$ cat src/rtl/ov7670_pixel_packer.sv
// ov7670_pixel_packer: packs OV7670 RGB565 byte pairs into RGB444 frame-buffer writes with frame and geometry status
module ov7670_pixel_packer #(
    parameter int H_PIXELS = 640,
    parameter int V_LINES  = 480,
    parameter int ADDR_W   = 19
) (
    input  logic              pclk,
    input  logic              rst,
    input  logic              vsync,
    input  logic              href,
    input  logic [7:0]        d,
    output logic [ADDR_W-1:0] addr,
    output logic [11:0]       dout,
    output logic              we,
    output logic              frame_done,
    output logic [7:0]        frame_count,
    output logic              line_err,
    output logic              frame_err
);
    localparam int BW = $clog2(2 * H_PIXELS + 1) + 1;
    localparam int LW = $clog2(V_LINES + 1) + 1;
    localparam logic [ADDR_W:0] NPIX  = (ADDR_W + 1)'(H_PIXELS * V_LINES);
    localparam logic [BW-1:0]   NBYTE = BW'(2 * H_PIXELS);
    localparam logic [LW-1:0]   NLINE = LW'(V_LINES);
    typedef enum logic [1:0] {WAIT_SYNC, WAIT_FRAME, ACTIVE} state_t;
    state_t state, state_nx;
    logic vs_r, hr_r, vs_p, hr_p, phase;
    logic [7:0] d_r;
    logic [6:0] hi;
    logic [ADDR_W:0] pix;
    logic [BW-1:0] byte_cnt;
    logic [LW-1:0] line_cnt, line_cnt_nx;
    logic active, line_end, pix_done, start, close;
    assign active      = state == ACTIVE;
    assign line_end    = active && hr_p && !hr_r;
    assign pix_done    = active && hr_r && phase;
    assign start       = state == WAIT_FRAME && vs_p && !vs_r;
    assign close       = active && vs_r && !vs_p;
    assign line_cnt_nx = line_cnt + {{(LW-1){1'b0}}, line_end && !(&line_cnt)};
    always_ff @(posedge pclk or posedge rst)
        if (rst) state <= WAIT_SYNC;
        else state <= state_nx;
    always_comb begin
        state_nx = state;
        state_nx = close ? WAIT_FRAME : start ? ACTIVE : (state == WAIT_SYNC && vs_r) ? WAIT_FRAME : state;
    end
    always_ff @(posedge pclk or posedge rst)
        if (rst) begin
            vs_r        <= 1'b0;
            hr_r        <= 1'b0;
            vs_p        <= 1'b0;
            hr_p        <= 1'b0;
            d_r         <= '0;
            hi          <= '0;
            phase       <= 1'b0;
            pix         <= '0;
            byte_cnt    <= '0;
            line_cnt    <= '0;
            addr        <= '0;
            dout        <= '0;
            we          <= 1'b0;
            frame_done  <= 1'b0;
            frame_count <= '0;
            line_err    <= 1'b0;
            frame_err   <= 1'b0;
        end else begin
            vs_r       <= vsync;
            hr_r       <= href;
            d_r        <= d;
            vs_p       <= vs_r;
            hr_p       <= hr_r;
            we         <= 1'b0;
            frame_done <= 1'b0;
            phase      <= active && hr_r && !phase;
            byte_cnt   <= (active && hr_r) ? byte_cnt + {{(BW-1){1'b0}}, !(&byte_cnt)} : '0;
            line_cnt   <= line_cnt_nx;
            if (active && hr_r && !phase) hi <= {d_r[7:4], d_r[2:0]};
            // a full frame buffer turns further pixels into an error instead of a write
            if (pix_done && pix == NPIX) frame_err <= 1'b1;
            if (pix_done && pix != NPIX) begin
                dout <= {hi, d_r[7], d_r[4:1]};
                addr <= pix[ADDR_W-1:0];
                we   <= 1'b1;
                pix  <= pix + (ADDR_W + 1)'(1);
            end
            if (line_end && byte_cnt != NBYTE) line_err <= 1'b1;
            if (close) begin
                frame_done  <= 1'b1;
                frame_count <= frame_count + 8'd1;
                if (line_cnt_nx != NLINE) frame_err <= 1'b1;
            end
            if (start) begin
                pix      <= '0;
                line_cnt <= '0;
            end
        end
endmodule

$ cat config.mk
export PLATFORM = sky130hd
export DESIGN_NAME = ov7670_pixel_packer
export DESIGN_NICKNAME = d
export VERILOG_FILES = /design/src/rtl/ov7670_pixel_packer.sv
export SDC_FILE = /design/constraint.sdc
export NUM_CORES = 1
export LEC_CHECK = 0
export ABC_AREA = 1
export CORE_MARGIN = 2
export CORE_UTILIZATION = 45
export CTS_CLUSTER_SIZE = 10
export DETAILED_ROUTE_END_ITERATION = 8
export HOLD_SLACK_MARGIN = 0.02
export PLACE_DENSITY = 0.65
export SETUP_SLACK_MARGIN = 0.02
export SYNTH_ARGS = -nofsm -noshare
export SYNTH_HDL_FRONTEND = slang
export SYNTH_SLANG_ARGS = --single-unit
$ cat constraint.sdc
create_clock -name pclk -period 9.9 [get_ports pclk]
set_input_delay 1.485 -clock pclk [delete_from_list [all_inputs] [get_ports pclk]]
set_output_delay 1.485 -clock pclk [all_outputs]
set_load 0.01 [all_outputs]
# Word level (Yosys, flattened, before mapping)
# Index checks and enable logic that the tools add are counted.
[word_totals]
register_bits = 107
word_cells = 65
out_inout_bits = 43
inputBits = 12
[op_classes]
n_mux = 12
n_reduce_logical = 25
eq_ne = 6
addsub = 4
[op_table]
columns = ["op", "count"]
rows = [
  ["$mux W20", 2],
  ["$add A20 B1 Y20 const B", 1],
  ["$eq A20 B19 Y1 const B", 1],
  ["$ne A20 B19 Y1 const B", 1],
  ["$logic_and A1 B1 Y1", 14],
  ["$add A12 B1 Y12", 1],
  ["$mux W12", 1],
  ["$ne A12 B11 Y1 const B", 1],
  ["$reduce_and A12 Y1", 1],
  ["$add A10 B1 Y10", 1],
  ["$mux W10", 1],
  ["$ne A10 B9 Y1 const B", 1],
  ["$reduce_and A10 Y1", 1],
  ["$add A8 B1 Y8 const B", 1],
  ["$logic_not A1 Y1", 6],
  ["$mux W2", 3],
  ["$mux W1", 5],
  ["$reduce_bool A3 Y1", 1],
  ["$eq A2 B1 Y1 const B", 1],
  ["$eq A2 B2 Y1 const B", 1],
  ["$logic_not A2 Y1", 1],
  ["$reduce_bool A2 Y1", 1],
]

# Depth between registers and ports, before layout
# Gate-level depths: netlist (run 1).
[logic_depth]
depth_word = 8
ltp_mapped = 18
ltp_nobuf = 18

# Least setup slack after synthesis (run 1)
# Ideal clock, no wire load.
[synth_path]
path_type = "flip-flop to flip-flop"
from = "register state[0]"
to = "register frame_err"
path_stages_with_launch = 15
slack_ns = 7.926
arrival_ns = 1.857
path_buffers = 0
period_less_slack_ns = 1.974
t_required_ns = 9.783
setup_ns = 0.117
cell_sequence = "dfrtp_1 -> nor2_4 -> nand2_1 -> nor2_1 -> o41ai_1 -> inv_1 -> ha_1 -> ha_1 -> inv_1 -> nor2_1 -> nand3_1 -> xnor2_1 -> nand3_1 -> nand2_1 -> nand2_1"
[synth_via]
elab_chain_cells = 8
elab_cells_between_ends = 14
classes_between = "add/sub: 1; eq/ne: 2; mux: 3; reduce/logical: 8"
[synth_rtl]
columns = ["element", "line", "rtl"]
rows = [
  ["from (decl)", "26", "state_t state, state_nx;"],
  ["from (signal assigned)", "42", "else state <= state_nx;"],
  ["$eq A2 B2 Y1 *", "34", "assign active = state == ACTIVE;"],
  ["$logic_and A1 B1 Y1 (2 in a row)", "35", "assign line_end = active && hr_p && !hr_r;"],
  ["$logic_and A1 B1 Y1", "39", "assign line_cnt_nx = line_cnt + {{(LW-1){1'b0}}, line_end && !(&line_cnt)};"],
  ["$add A10 B1 Y10", "39", ""],
  ["$ne A10 B9 Y1", "90", "if (line_cnt_nx != NLINE) frame_err <= 1'b1;"],
  ["$mux W1", "90", ""],
  ["$mux W1 *", "87", "if (close) begin"],
  ["to (signal assigned)", "65", "frame_err <= 1'b0;"],
  ["to (signal assigned)", "79", "if (pix_done && pix == NPIX) frame_err <= 1'b1;"],
  ["to (signal assigned)", "90", ""],
  ["to (decl)", "18", "output logic frame_err"],
]
# Every way passes the cells marked *; elsewhere a longest branch is shown, timed or not.
# A chain may end at the register's enable or synchronous reset.

# Final worst setup path (run 1)
[layout_path]
from = "register frame_count[3]"
to = "output frame_count[3]"
[layout_rtl]
columns = ["element", "line", "rtl"]
rows = [
  ["from (decl)", "16", "output logic [7:0] frame_count,"],
  ["from (signal assigned)", "89", "frame_count <= frame_count + 8'd1;"],
]
# No word-level cell between the ends.

==> impl_metrics.csv, run 1 <==
group,metric,value,unit
status,outcome,"finished clean",
placed_design,placed_cell_area,5480,um^2
sta,setup_violations,0,
floorplan,io_pins,55,
power_and_ir_drop,switching_share,27.0,%
clocking,cts_resized,0,
sta,clock.fmax,348,MHz
critical_path,cpPeakStageDelay,0.57,ns
logic_synthesis,synth_enable_flop_cells,0,
logic_synthesis,ys_seq_area_share,55.1,%
clocking,root_buffer,"clkbuf_8",
drt,ant_nets,0,
drt,wl_per_cell,12.5,um
finish,seqCellArea,2680,um^2
logic_synthesis,synthMostInstantiatedCell,"nand2_1",
power_and_ir_drop,p_leak,2.55,nW
logic_synthesis,synth_fp_nets,579,
critical_path,worstPathRequired,8.42,ns
finish,area_delta_synth_final,17.1,%
floorplan,rows,37,
floorplan,start_util,46.7,%
sta,hold_viol,0,
drt,first_pass_iters,4,
placed_design,dpl.hpwl,6.61,mm
floorplan,die_h,108,um
grt,grt_max_degree,74,
run,drv_cap,0,
sta,fin_crit_sh,29.0,%
logic_synthesis,syn_area_per_cell,8.68,um^2
critical_path,critPathMaxFanout,4,
logic_synthesis,synth_largest_area_cell,"dfrtp_1",
floorplan,core,10400,um^2
logic_synthesis,synth.ff_latch_count,107,
logic_synthesis,async_flop_share,100,%
sta,fin_skew,0.0125,ns
critical_path,path_class,"reg -> out",
power_and_ir_drop,switching_power,0.000244,W
finish,n_antenna_cell,0,
finish,design_area,5690,um^2
logic_synthesis,synth_commonest_cells,"nand2_1 (144), dfrtp_1 (107), nor2_1 (65)",
clocking,tritoncts,"built",
logic_synthesis,synthesis.area,4860,um^2
finish,n_fill_cell,961,
clocking,cts_buffers,9,
critical_path,worstSetupStartpoint,"frame_count[3]",
finish,drive_gt1_share,5.83,%
logic_synthesis,synthTopCellsByArea,"dfrtp_1 (55%), nand2_1 (11%), nor2_1 (5.0%), inv_1 (4.5%), nand3_1 (3.6%)",
sta,worstMarginPinSlew,1.04,ns
critical_path,crit_buf_inv,1,
critical_path,arrival,1.39,ns
sta,fin_tns_setup,0,ns
worst_hold_path,hp-start,"d_r[3]",
clocking,post_cts_buffers,0,
floorplan,dieArea,11700,um^2
grt,grt_overflow,0,
power_and_ir_drop,pwr-share-seq,55.0,%
drt,drc,0,
finish,multiInputGateArea,1850,um^2
worst_hold_path,min_path_type,"reg -> reg",
grt,grt_pass1_vias,3553,
drt,routed_wl,9.45,mm
sta,timing.final.crit_period,2.88,ns
clocking,htree_levels,3,
clocking,insertion_delay,0.38,ns
logic_synthesis,synth_cell_types,31,
placed_design,gp_congestion,0.879,
critical_path,crit_slowest_cell,"clkdlybuf4s50_1",
power_and_ir_drop,power_density,159,nW/um^2
critical_path,cp-start-kind,"register",
sta,final_max_slew_viol_count,0,
grt,antenna_found_initial,0,
finish,fin_nets,632,
drt,vias,3695,
power_and_ir_drop,peakVddDrop,107,uV
floorplan,die_w,108,um
sta,slew_headroom,30.6,%
grt,grtUsageTotal,17.8,%
logic_synthesis,ys_warn_count,0,
power_and_ir_drop,power,0.000906,W
placed_design,port_buffers,54,
power_and_ir_drop,pwr-share-clk,31.2,%
clocking,path_clk_slew,0.10,ns
critical_path,path_delay_family,"buffers and inverters",
power_and_ir_drop,p_int,0.000661,W
logic_synthesis,yosysTopAreaCellShare,55.1,%
clocking,clockBufferDepth,2,
sta,hold_ws,0.458,ns
drt,viasPerCell,4.90,
logic_synthesis,synthCells,560,
clocking,cts_sinks,107,
power_and_ir_drop,power_frac_comb,13.8,%
critical_path,end_kind,"output pin",
critical_path,r2r_start,"pix[0]",
sta,rsz0062_at_grt,"false",
clocking,cts_hold_buffers,0,
critical_path,critical_path.cell_chain,"clkdlybuf4s50_1",
grt,grt_pass1_wl,16.3,mm
drt,drt_iter0_markers,217,
logic_synthesis,ys.flop_type,"dfrtp_1",
-- placed cells by master, fill, tap and decap left out --
cell | netlist | final
o21ai_0 | 24 | 24
a31oi_1 | 1 | 1
nand4_1 | 7 | 7
nand3b_1 | 2 | 2
nand2_1 | 144 | 144
ha_1 | 7 | 7
nor3_1 | 5 | 5
xor2_1 | 19 | 19
nand3_2 | 1 | 1
inv_6 | 0 | 1
nor2_4 | 3 | 3
nor4_1 | 1 | 1
clkinv_2 | 0 | 1
clkinv_4 | 0 | 1
and3_1 | 1 | 1
dfrtp_1 | 107 | 107
inv_4 | 0 | 1
o21ai_1 | 34 | 34
a211oi_1 | 2 | 2
bufinv_16 | 0 | 1
nor2_1 | 65 | 65
clkbuf_8 | 0 | 11
clkdlybuf4s50_1 | 0 | 54
buf_4 | 1 | 1
o21ai_2 | 5 | 5
a21oi_1 | 12 | 12
clkinvlp_4 | 0 | 1
inv_1 | 58 | 57
xnor2_1 | 3 | 3
nand2_2 | 1 | 1
inv_2 | 5 | 5
nor2_2 | 1 | 1
nand3_1 | 35 | 35
nand2_4 | 2 | 2
o41ai_1 | 1 | 1
or4_1 | 1 | 1
-- metal layers --
| layer | track usage, % | share of wire, % | up-vias |
|---|---|---|---|
| li1 | - | - | 1894 |
| met1 | 23.3 | 47 | 1717 |
| met2 | 28.5 | 48 | 77 |
| met3 | 5.55 | 4.4 | 7 |
| met4 | 5.77 | 1.1 | 0 |
| met5 | 0 | 0 | - |
-- cell type report --
class	count	area share [%]
multi-input cells	377	32.4
inverters	63	4.20
clock buffers	11	2.66
clock inverters	5	1.05
flip-flops and latches	107	47.0
repair buffers	55	9.63
well taps	136	2.99
-- registers in the layout (all words and copies together), names as in the netlist --
| register | count |
|---|---|
| pix | 20 |
| we | 1 |
| addr | 19 |
| frame_done | 1 |
| d_r | 8 |
| frame_err | 1 |
| hi | 7 |
| hr_r | 1 |
| line_cnt | 10 |
| vs_p | 1 |
| hr_p | 1 |
| state | 2 |
| phase | 1 |
| byte_cnt | 12 |
| line_err | 1 |
| frame_count | 8 |
| dout | 12 |
| vs_r | 1 |
-- through the flow --
stage               instances  worst slack, ns  utilization [%]
global route              754             6.84             54.7
floorplan                 560             5.60                -
finish                    754             7.02             54.7
detailed placement        738             6.67             52.6
global placement          738             6.70             52.6
CTS                       754             7.00             54.7
-- cells by family after synthesis --
logic type	share of synthesized area [%]
AND/OR/NAND/NOR	23.5
flip-flops	55.1
AO/OA/AOI/OAI	8.72
XOR/XNOR	3.96
buffers and inverters	6.97
adder cells (fa/ha/maj)	1.80
-- power by group through the flow --
stage                     sequential [W]  clock [W]  combinational, W
final                           0.000498   0.000282          0.000125
after global routing            0.000502   0.000309          0.000144
after CTS                       0.000498   0.000291          0.000128
after detailed placement        0.000507          0          0.000127
after global placement          0.000506          0          0.000125
after floorplan                 0.000509          0         0.0000720
-- final timing paths --
path | endpoint | slack, ns | cells after the start
worst max-delay path | frame_count[3] | 7.02 | 1
worst min-delay path | dout[2] | 0.46 | 2
worst max register to register | pix[19] | 7.16 | 10
worst min register to register | dout[2] | 0.46 | 2
max in group asynchronous | hr_p | 7.19 | 3
min in group asynchronous | byte_cnt[4] | 1.45 | 2
Power figures use the tool's default switching activity.
==> run 2: changes to the inputs <==
PLACE_DENSITY = 0.68   (was 0.65)
clock period = 2.55 ns   (was 9.9 ns; I/O delays follow)
==> run 2 against run 1 <==
Against the previous run:
- sequential power increased to 3.9 times the previous value
- non-clock buffer count increased by 6
- worst setup slack got worse by 6.7 ns
- via count increased by 1.4%
- final cell count increased by 0.80%
- die area unchanged
- design area increased by 1.2%
==> impl_metrics.csv, run 2 (synthesis results as in run 1) <==
group,metric,value,unit
power_and_ir_drop,pwr-share-seq,54.4,%
sta,final_max_slew_viol_count,0,
sta,slew_headroom,62.1,%
finish,top_regs,"pix: 20 flops, addr: 19 flops",
power_and_ir_drop,peakVddDrop,331,uV
drt,drc,0,
sta,hold_viol,0,
clocking,cts_buffers,9,
floorplan,io_pins,55,
critical_path,worstPathRequired,2.83,ns
drt,ant_nets,0,
floorplan,start_util,46.7,%
sta,clock.fmax,453,MHz
sta,fin_crit_sh,86.5,%
grt,grt_pass1_wl,17.3,mm
sta,rsz0062_at_grt,"false",
critical_path,end_kind,"register",
finish,final_core_util,55.3,%
power_and_ir_drop,p_int,0.00255,W
power_and_ir_drop,p_leak,2.58,nW
status,outcome,"finished clean",
finish,largest_reg_flops,20,
finish,fin_nets,638,
critical_path,crit_buf_inv,2,
power_and_ir_drop,power_frac_comb,14.2,%
clocking,post_cts_buffers,0,
finish,drive_gt1_share,6.89,%
finish,layout.cells.non_filler,760,
drt,first_pass_iters,4,
finish,layout_common_cells,"nand2_1 (144), dfrtp_1 (107), nor2_1 (65), inv_1 (57), clkdlybuf4s50_1 (54)",
finish,area_delta_synth_final,18.4,%
clocking,cts_sinks,107,
floorplan,die_h,108,um
grt,grt_max_degree,108,
sta,worstMarginPinSlew,0.569,ns
placed_design,port_buffers,54,
clocking,htree_levels,3,
floorplan,rows,37,
placed_design,gp_congestion,0.867,
critical_path,cpPeakStageDelay,0.43,ns
clocking,path_clk_slew,0.11,ns
clocking,root_buffer,"clkbuf_8",
power_and_ir_drop,switching_share,28.4,%
power_and_ir_drop,switching_power,0.00101,W
finish,n_fill_cell,971,
sta,fin_tns_setup,0,ns
finish,top_register,"pix",
grt,grt_overflow,0,
critical_path,path_class,"reg -> reg",
critical_path,critical_path.cell_chain,"nor2_4 > nand2_1 > nor2_1 > o41ai_1 > inv_1 > ha_1 > ha_2 > inv_1 > nor2_1 > nand3_1 > xnor2_1 > nand3_1 > nand2_1 > nand2_1",
critical_path,arrival,2.48,ns
run,drv_cap,0,
power_and_ir_drop,power_density,618,nW/um^2
placed_design,dpl.hpwl,6.77,mm
clocking,tritoncts,"built",
drt,viasPerCell,4.93,
sta,timing.final.crit_period,2.21,ns
finish,design_area,5760,um^2
grt,grtUsageTotal,18.6,%
floorplan,dieArea,11700,um^2
placed_design,dpl_worst_slack,0.311,ns
drt,drt_iter0_markers,157,
clocking,cts_hold_buffers,0,
critical_path,cp-start-kind,"register",
finish,n_antenna_cell,0,
floorplan,core,10400,um^2
critical_path,critPathMaxFanout,4,
worst_hold_path,min_path_type,"in -> reg",
placed_design,placed_cells,744,
power_and_ir_drop,pwr-share-clk,31.4,%
drt,wl_per_cell,12.8,um
sta,fin_skew,0.0140,ns
placed_design,placed_cell_area,5540,um^2
finish,layout_commonest_cell,"nand2_1",
clocking,insertion_delay,0.38,ns
critical_path,cpMostUsedCell,"nand2_1",
clocking,cts_resized,0,
grt,antenna_found_initial,0,
drt,vias,3747,
grt,grt_pass1_vias,3735,
sta,setup_violations,0,
floorplan,die_w,108,um
clocking,clockBufferDepth,2,
critical_path,crit_slowest_cell,"dfrtp_1",
critical_path,path_delay_family,"simple AND/OR/NAND/NOR gates",
sta,final.setup.worst_slack,0.344,ns
drt,routed_wl,9.70,mm
run 2: changes by cell type in the layout (fill, tap and decap cells not counted), sizes merged:
cell    previous run  this run
buf                1         7
clkbuf            11         9
clkinv             2         3
inv               64        65
run 2: cell type report:
class / count / area [um^2] / area share (%)
Sequential cell: 107 / 2680 / 46.5
Multi-Input combinational cell: 377 / 1850 / 32.1
Timing Repair Buffer: 61 / 606 / 10.5
Inverter: 63 / 240 / 4.17
Tap cell: 136 / 170 / 2.95
Clock buffer: 9 / 124 / 2.15
Clock inverter: 7 / 93.8 / 1.63
run 2: stage by stage:
stage          hold WS, ns  total power (W)
3_5_place_dp         0.436          0.00248
4_1_cts              0.401          0.00361
3_3_place_gp         0.435          0.00246
2_1_floorplan        0.409          0.00226
6_report             0.424          0.00356
5_1_grt              0.400          0.00375
run 2: power groups by stage:
stage / combinational [W] / sequential [W] / clock (W)
2_1_floorplan: 0.000280 / 0.00198 / 0
3_3_place_gp: 0.000499 / 0.00197 / 0
3_5_place_dp: 0.000512 / 0.00197 / 0
4_1_cts: 0.000515 / 0.00194 / 0.00116
5_1_grt: 0.000577 / 0.00195 / 0.00122
6_report: 0.000504 / 0.00193 / 0.00112
run 2: worst paths after layout:
path	start	endpoint	slack [ns]	cells after the start
max in group asynchronous	rst	frame_done	1.62	3
hold / removal	d[3]	d_r[3]	0.42	1
setup reg to reg	state[0]	frame_err	0.34	14
min in group asynchronous	rst	dout[10]	0.47	3
hold reg to reg	vs_r	vs_p	0.46	0
setup / recovery	state[0]	frame_err	0.34	14
run 2: worst reg2reg max path, cell delays in order, from the launching register on:
cell and delay (ns):
dfrtp_1 0.43, nor2_4 0.18, nand2_1 0.07, nor2_1 0.13, o41ai_1 0.09, inv_1 0.06, ha_1 0.18, ha_2 0.22
inv_1 0.06, nor2_1 0.18, nand3_1 0.11, xnor2_1 0.20, nand3_1 0.10, nand2_1 0.06, nand2_1 0.04
run 2: routing by layer:
layer	up-vias	wire length [um]	GRT usage [%]
li1	1901	-	-
met1	1773	4550	24.9
met2	63	4690	30.3
met3	10	328	4.10
met4	0	133	5.77
met5	-	0	0
==> run 3: changes to the inputs <==
PLACE_DENSITY = 0.69   (was 0.68)
==> run 3 against run 2 <==
Against the previous run:
- flip-flop and latch count is the same
- sequential share of layout area increased by 0.24 points
- worst setup slack worse by 0.033 ns
- combinational power is 2% lower
- register-to-register slack lost 0.03 ns
- hold slack gained 0.0070 ns
- die area is the same
- via count is 0.16% higher
- design area shrank 0.52%
- clock skew increased by 0.00099 ns
==> impl_metrics.csv, run 3 (synthesis results as in run 1) <==
group,metric,value,unit
finish,top_regs,"pix: 20 flops, addr: 19 flops",
critical_path,critical_path.cell_chain,"nor2_4 > nand2_1 > nor2_1 > o41ai_1 > inv_1 > ha_1 > ha_1 > inv_1 > nor2_1 > nand3b_1 > nand2_1 > nand2_1 > nor2_1 > nand3_1 > nand2_1 > nand2_1",
finish,layout.cells.non_filler,757,
finish,layout_common_cells,"nand2_1 (144), dfrtp_1 (107), nor2_1 (65), inv_1 (57), clkdlybuf4s50_1 (54)",
worst_hold_path,min_path_type,"in -> reg",
sta,fin_tns_setup,0,ns
grt,grt_pass1_wl,16.7,mm
drt,drt_iter0_markers,177,
sta,fin_crit_sh,87.8,%
placed_design,gp_congestion,0.896,
grt,grt_overflow,0,
power_and_ir_drop,switching_share,27.8,%
run,drv_cap,0,
power_and_ir_drop,power_frac_comb,14.1,%
critical_path,crit_cells,16,
finish,layout_commonest_cell,"nand2_1",
status,outcome,"finished clean",
grt,grt_pass1_vias,3739,
drt,ant_nets,0,
sta,timing.final.crit_period,2.24,ns
finish,n_fill_cell,969,
floorplan,core,10400,um^2
power_and_ir_drop,switching_power,0.000973,W
drt,m1WireLength,4.40,mm
placed_design,placed_cells,742,
drt,top_layer_used,"met4",
finish,largest_reg_flops,20,
floorplan,io_pins,55,
worst_hold_path,hp-start,"d[0]",
critical_path,path_delay_family,"simple AND/OR/NAND/NOR gates",
clocking,root_buffer,"clkbuf_8",
placed_design,dpl_worst_slack,0.323,ns
sta,setup_violations,0,
critical_path,critPathMaxFanout,4,
clocking,htree_levels,3,
critical_path,worstSetupStartpoint,"state[0]",
worst_hold_path,hold_end,"d_r[0]",
sta,fin_skew,0.0150,ns
floorplan,rows,37,
floorplan,dieArea,11700,um^2
finish,top_register,"pix",
clocking,post_cts_buffers,0,
grt,antenna_found_initial,0,
power_and_ir_drop,power_density,611,nW/um^2
floorplan,die_h,108,um
finish,area_delta_synth_final,17.8,%
critical_path,ff2ff_path_depth,16,
clocking,insertion_delay,0.37,ns
floorplan,die_w,108,um
finish,drive_gt1_share,6.28,%
finish,multiInputGateArea,1850,um^2
sta,slew_headroom,58.9,%
sta,clock.fmax,447,MHz
placed_design,port_buffers,54,
power_and_ir_drop,p_int,0.00253,W
clocking,cts_buffers,9,
drt,viasPerCell,4.96,
critical_path,reg2reg_setup_slack,0.31,ns
placed_design,dpl.hpwl,6.62,mm
floorplan,start_util,46.7,%
drt,drc,0,
critical_path,cp-start-kind,"register",
sta,rsz0062_at_grt,"false",
clocking,cts_resized,0,
critical_path,path_class,"reg -> reg",
critical_path,cpPeakStageDelay,0.43,ns
drt,wl_met3,304,um
critical_path,worstPathRequired,2.82,ns
drt,wl_per_cell,12.4,um
critical_path,r2r_start,"state[0]",
sta,final.setup.worst_slack,0.311,ns
drt,wl_met2,4.52,mm
drt,vias,3753,
clocking,cts_hold_buffers,0,
critical_path,arrival,2.51,ns
finish,fin_nets,636,
finish,seqCellArea,2680,um^2
clocking,cts_sinks,107,
sta,worstMarginPinSlew,0.616,ns
sta,hold_viol,0,
grt,grt_max_degree,108,
critical_path,end_kind,"register",
power_and_ir_drop,pwr-share-clk,30.7,%
critical_path,cpMostUsedCell,"nand2_1",
finish,n_antenna_cell,0,
critical_path,crit_slowest_cell,"dfrtp_1",
critical_path,worstReg2RegEnd,"frame_err",
grt,grtUsageTotal,17.8,%
power_and_ir_drop,pwr-share-seq,55.2,%
drt,routed_wl,9.37,mm
clocking,tritoncts,"built",
critical_path,crit_buf_inv,2,
power_and_ir_drop,peakVddDrop,379,uV
drt,first_pass_iters,4,
sta,final_max_slew_viol_count,0,
power_and_ir_drop,p_leak,2.56,nW
clocking,clockBufferDepth,2,
worst_hold_path,whs_path_depth,1,
clocking,path_clk_slew,0.11,ns
[run 3: layout make-up]
| cell class | instances | area share [%] |
|---|---|---|
| well taps | 136 | 2.97 |
| multi-input cells | 377 | 32.2 |
| inverters | 63 | 4.19 |
| clock inverters | 6 | 1.42 |
| repair buffers | 59 | 10.3 |
| flip-flops and latches | 107 | 46.7 |
| clock buffers | 9 | 2.16 |
[run 3: worst max-delay path by stage]
stage | endpoint | slack [ns]
floorplan | frame_err | 0.58
global placement | frame_err | 0.39
detailed placement | frame_err | 0.32
CTS | frame_err | 0.30
global route | frame_err | 0.02
finish | frame_err | 0.31
[run 3: power groups by stage]
stage	logic [W]	clock network, W	registers [W]
after floorplan	0.000280	0	0.00198
after detailed placement	0.000501	0	0.00197
after global routing	0.000566	0.00118	0.00196
after global placement	0.000492	0	0.00197
after CTS	0.000503	0.00110	0.00194
final	0.000494	0.00108	0.00193
[run 3: through the flow]
step / instance area [um^2] / hold WS, ns / utilization [%] / power, W
finish: 5730 / 0.431 / 55.0 / 0.00350
floorplan: 4870 / 0.409 / - / 0.00226
CTS: 5730 / 0.419 / 55.0 / 0.00355
detailed placement: 5530 / 0.441 / 53.0 / 0.00247
global placement: 5530 / 0.421 / 53.0 / 0.00246
global route: 5730 / 0.409 / 55.0 / 0.00370
[run 3: metal layers]
metal	vias up	global-route usage, %
li1	1898	-
met1	1776	23.0
met2	65	30.0
met3	14	3.98
met4	0	5.59
met5	-	0
